<file path="src/rtl/alu_serial_seq.sv">
// Bit-serial ALU sequencer: accepts a word operation, walks a 1-bit ALU slice
// across the operands LSB-first and presents the registered word result and flags.
module alu_serial_seq #(
  parameter int WIDTH = 32
) (
  input  logic             clk_i,
  input  logic             rst_i,
  input  logic             start_i,
  input  logic [WIDTH-1:0] src1_i,
  input  logic [WIDTH-1:0] src2_i,
  input  logic [3:0]       ALU_control_i,
  output logic             ready_o,
  output logic             done_o,
  output logic [WIDTH-1:0] result_o,
  output logic             zero_o,
  output logic             cout_o,
  output logic             overflow_o
);

  localparam int CNT_W = (WIDTH > 2) ? $clog2(WIDTH) : 1;
  localparam logic [CNT_W-1:0] CNT_LAST = CNT_W'(WIDTH - 1);

  localparam logic [1:0] IDLE    = 2'd0;
  localparam logic [1:0] RUN     = 2'd1;
  localparam logic [1:0] SLT_FIX = 2'd2;
  localparam logic [1:0] DONE    = 2'd3;

  localparam logic [3:0] OP_AND = 4'b0000;
  localparam logic [3:0] OP_OR  = 4'b0001;
  localparam logic [3:0] OP_ADD = 4'b0010;
  localparam logic [3:0] OP_SUB = 4'b0110;
  localparam logic [3:0] OP_SLT = 4'b0111;
  localparam logic [3:0] OP_NOR = 4'b1100;

  // Full-adder slice; returns {carry_out, sum}.
  function automatic logic [1:0] slice_add(input logic a, input logic b, input logic cin);
    slice_add = {(a & b) | (a & cin) | (b & cin), a ^ b ^ cin};
  endfunction

  logic [1:0]       state;
  logic [CNT_W-1:0] cnt;
  logic [3:0]       op_q;
  logic [WIDTH-1:0] a_sh;
  logic [WIDTH-1:0] b_sh;
  logic [WIDTH-1:0] work;
  logic             carry;
  logic             set_q;

  logic             is_addsub;
  logic             is_slt;
  logic             is_arith;
  logic             is_and;
  logic             is_or;
  logic             a_inv;
  logic             b_inv;
  logic             a_bit;
  logic             b_bit;
  logic [1:0]       add_out;
  logic             res_bit;
  logic             ovf_bit;
  logic             last_bit;
  logic             accept;
  logic [WIDTH-1:0] work_nxt;
  logic [WIDTH-1:0] slt_word;

  assign is_addsub = (op_q == OP_ADD) || (op_q == OP_SUB);
  assign is_slt    = (op_q == OP_SLT);
  assign is_arith  = is_addsub || is_slt;
  assign is_and    = (op_q == OP_AND) || (op_q == OP_NOR);
  assign is_or     = (op_q == OP_OR);
  assign a_inv     = (op_q == OP_NOR);
  assign b_inv     = (op_q == OP_SUB) || is_slt || (op_q == OP_NOR);

  assign a_bit   = a_sh[0] ^ a_inv;
  assign b_bit   = b_sh[0] ^ b_inv;
  assign add_out = slice_add(a_bit, b_bit, carry);
  // Carry into the MSB is the carry register itself while the MSB is processed.
  assign ovf_bit = carry ^ add_out[1];

  always_comb begin
    res_bit = 1'b0;
    if (is_arith)
      res_bit = is_slt ? 1'b0 : add_out[0];
    else if (is_and)
      res_bit = a_bit & b_bit;
    else if (is_or)
      res_bit = a_bit | b_bit;
  end

  assign last_bit = (cnt == CNT_LAST);
  assign accept   = (state == IDLE) && start_i;
  assign work_nxt = {res_bit, work[WIDTH-1:1]};
  assign slt_word = {work[WIDTH-1:1], set_q};

  assign ready_o = (state == IDLE);
  assign done_o  = (state == DONE);

  // Control and architectural outputs
  always_ff @(posedge clk_i) begin
    if (rst_i) begin
      state      <= IDLE;
      cnt        <= '0;
      result_o   <= '0;
      zero_o     <= 1'b1;
      cout_o     <= 1'b0;
      overflow_o <= 1'b0;
    end else begin
      case (state)
        IDLE: begin
          cnt <= '0;
          if (start_i)
            state <= RUN;
        end
        RUN: begin
          cnt <= cnt + CNT_W'(1);
          if (last_bit) begin
            if (is_slt) begin
              state <= SLT_FIX;
            end else begin
              state      <= DONE;
              result_o   <= work_nxt;
              zero_o     <= (work_nxt == '0);
              cout_o     <= is_addsub & add_out[1];
              overflow_o <= is_addsub & ovf_bit;
            end
          end
        end
        SLT_FIX: begin
          state      <= DONE;
          result_o   <= slt_word;
          zero_o     <= (slt_word == '0);
          cout_o     <= 1'b0;
          overflow_o <= 1'b0;
        end
        DONE: state <= IDLE;
        default: state <= IDLE;
      endcase
    end
  end

  // Operand shift registers and slice state
  always_ff @(posedge clk_i) begin
    if (accept) begin
      a_sh  <= src1_i;
      b_sh  <= src2_i;
      op_q  <= ALU_control_i;
      work  <= '0;
      carry <= (ALU_control_i == OP_SUB) || (ALU_control_i == OP_SLT);
    end else if (state == RUN) begin
      a_sh  <= a_sh >> 1;
      b_sh  <= b_sh >> 1;
      work  <= work_nxt;
      carry <= add_out[1];
      if (last_bit)
        set_q <= add_out[0] ^ ovf_bit;
    end
  end

endmodule

</file>
<file path="config.mk">
export PLATFORM = sky130hd
export DESIGN_NAME = alu_serial_seq
export DESIGN_NICKNAME = d
export VERILOG_FILES = /design/src/rtl/alu_serial_seq.sv
export SDC_FILE = /design/constraint.sdc
export NUM_CORES = 1
export LEC_CHECK = 0
export ABC_AREA = 1
export BUFFER_PORTS_ARGS = -buffer_cell sky130_fd_sc_hd__clkbuf_2
export CAP_MARGIN = 40
export CORE_MARGIN = 2
export CORE_UTILIZATION = 38
export DETAILED_ROUTE_END_ITERATION = 10
export MAX_ROUTING_LAYER = met4
export PLACE_DENSITY = 0.58
export SYNTH_ARGS = -nofsm -noshare
export SYNTH_HDL_FRONTEND = slang
export SYNTH_SLANG_ARGS = --single-unit
</file>
<file path="constraint.sdc">
create_clock -name clk_i -period 2.3 [get_ports clk_i]
set_input_delay 0.46 -clock clk_i [delete_from_list [all_inputs] [get_ports clk_i]]
set_output_delay 0.46 -clock clk_i [all_outputs]
set_load 0.01 [all_outputs]
</file>
==> impl_metrics.yaml <==
outcome:
  outcome: "finished clean"
floorplan:
  die_w_um: 131
  coreArea_um2: 15800
  die_h_um: 131
  fp.dieArea_um2: 17200
  pin_count: 108
  initial_core_util: 0.387
  fp-row-count: 46
drt:
  dr.pass1.iters: 4
  num_vias: 4839
  avgViaCountPerCell: 4.60
  drc: 0
  drt_iter0_markers: 303
  wirelength_mm: 13.3
  avgRoutedWirePerCell_um: 12.6
  ant_nets: 0
placed_design:
  portBuffers: 107
  gp_congestion: 0.800
  dp_hpwl_mm: 8.90
  dpl_worst_slack_ns: 0.0474
critical_path:
  cp.arrival_ns: 2.48
  setup.worst_path.start_class: "register"
  cp_common_cell: "nand2_1"
  r2r_slack_ns: 0.13
  slowest_stage: "fa_1"
  crit_fanout: 3
  rr_worst_depth: 12
  critical_path_required_ns: 2.61
  critPathMaxStageDelay_ns: 0.47
  reg2reg_to: "zero_o"
  path_class: "reg2reg"
  r2r-start: "op_q[1]"
  end_kind: "register"
  path_cells: "nor2_1 > nand3_2 > nand2_1 > xnor2_2 > inv_1 > fa_1 > inv_1 > nand4_1 > nand4_1 > nand2_1 > nand2_1 > nand2_1"
yosys:
  synth-simple-area-share: 0.226
  synth.area.mux_share: 0
  synth_compound_area_frac: 0.0996
  synth_nets: 800
  synth_seq_area_share: 0.581
  synth_top_family_by_area: "simple AND/OR/NAND/NOR gates"
  syn_area_per_cell_um2: 8.53
  synth_fa_ha_area_frac: 0.0229
  ys_warn_count: 0
  syn_inst: 719
  syn_area_um2: 6130
  ys_types: 24
  ys_ff_latch: 143
  synth_xor_area_frac: 0.00286
sta:
  clock_skew_ns: 0.00831
  hold_viol_final: 0
  drv_slew: 0
  fin_ws_ns: 0.130
  finalSetupViolCount: 0
  slew_headroom: 0.648
  fin_crit_sh: 0.943
  fmax_mhz: 461
  hold_slack_ns: 0.225
  period_minus_slack_ns: 2.17
  worst_pin_slew_ns: 0.528
  fin_setup_tns_ns: 0
power:
  p_sw_frac: 0.345
  p_per_area_nw_per_um2: 1320
  clock_power_share: 0.250
  combPwrFrac: 0.315
  internal_power_mw: 6.44
  ir_drop_mv: 0.624
  design_power_total_mw: 9.82
  p_seq_frac: 0.435
  leakage_nw: 3.39
  p_switching_mw: 3.38
cts:
  tritoncts: "done"
  cts_max_level: 4
  root_buffer: "clkbuf_16"
  numCtsBuffers: 17
  holdBufCountCts: 0
  clk_latency_ns: 0.42
  path_clk_slew_ns: 0.06
  clock_path_buffers: 2
  cts_sinks: 143
flow_run:
  cap_viol_max_count: 0
worst_hold_path:
  hold_path_end: "op_q[0]"
  holdPathStages: 1
  hold_path.class: "in2reg"
  hp-start: "ALU_control_i[0]"
final_layout:
  final_cell_mix: "nand2_1, clkbuf_2, nor2_1"
  area_growth_pct: 21.7
  drive_gt1_frac: 0.188
  antenna_cells: 0
  mostFrequentLayoutCell: "nand2_1"
  final_nets: 904
  utilization: 0.471
global_route:
  grt_max_degree: 70
  grt_use_total: 0.171
  grt_pass1_wl_mm: 22.1
  grt-ovfl-total: 0
  grt_pass1_vias: 4563
  grt_antenna_before_repair: 0
-- layer usage --
metal	share of wire	up-vias	wire length (um)	GRT usage
li1	-	2544	-	-
met3	0.064	16	845	0.0656
met5	0	-	0	-
met4	0.017	0	232	0.0569
met2	0.47	113	6220	0.265
met1	0.45	2166	5990	0.206
-- flip-flops by register name, summed over array words and instances, names as in the netlist --
register	cells
a_sh	32
b_sh	32
result_o	32
work	31
cnt	5
op_q	4
state	2
carry	1
cout_o	1
overflow_o	1
set_q	1
zero_o	1
-- power by group through the flow --
stage,Clock (mW),Combinational [mW],Sequential [mW]
floorplan,0,2.02,4.36
global placement,0,3.05,4.29
detailed placement,0,3.12,4.32
CTS,2.52,3.13,4.28
global route,2.63,3.59,4.38
finish,2.45,3.09,4.28
-- how the worst max path moves through the flow --
stage	from	endpoint	slack [ns]	depth (start not counted)
global route	op_q[0]	zero_o	-0.02	12
floorplan	state[1]	a_sh[0]	0.12	5
CTS	op_q[3]	zero_o	0.03	11
global placement	op_q[3]	zero_o	0.15	11
finish	op_q[1]	zero_o	0.13	12
detailed placement	op_q[3]	zero_o	0.05	11
-- area by class of cell --
type	count	area, um^2
fillers	1575	8370
flip-flops and latches	143	3560
multi-input cells	484	2180
repair buffers	122	718
clock buffers	24	483
well taps	216	270
inverters	55	211
clock inverters	8	37.5
-- cell families (layout without fill, tap and decap cells) --
family	count (synthesis)	count (layout)
fa+ha+maj	10	10
xor+xnor	2	2
buf+inv	92	209
simple gates	358	358
flops	143	143
compound gates	114	114
-- worst max-delay path: cells and delay by family (launching register included) --
family,cells,cell delay [ns]
buf+inv,2,0.18
fa+ha+maj,1,0.47
simple gates,8,0.84
flops,1,0.42
xor+xnor,1,0.15
-- cells in the mapped netlist (all sizes together) --
library cell / count / area (um^2)
nand2: 247 / 927
nor2: 92 / 353
dfxtp: 73 / 1460
o21ai: 71 / 355
edfxtp: 70 / 2100
inv: 55 / 211
o22ai: 30 / 188
buf: 21 / 141
clkbuf: 16 / 60.1
nand3: 15 / 80.1
a21oi: 12 / 60.1
ha: 8 / 100
nand4: 3 / 18.8
fa: 2 / 40.0
a211oi: 1 / 7.51
nor4: 1 / 6.26
xnor2: 1 / 8.76
xor2: 1 / 8.76
-- metrics by stage --
| stage | instances | cell area [um^2] |
|---|---|---|
| final | 1052 | 7460 |
| after detailed placement | 1017 | 6900 |
| after global placement | 1016 | 6880 |
| after floorplan | 719 | 6130 |
| after CTS | 1049 | 7420 |
| after global routing | 1052 | 7460 |
-- what timing repair did --
action                                  4_1_cts  5_1_grt
endpoints found under the setup margin        0        3
buffers inserted                              0        3
resized for setup                             0        2
Power figures use the tool's default switching activity.
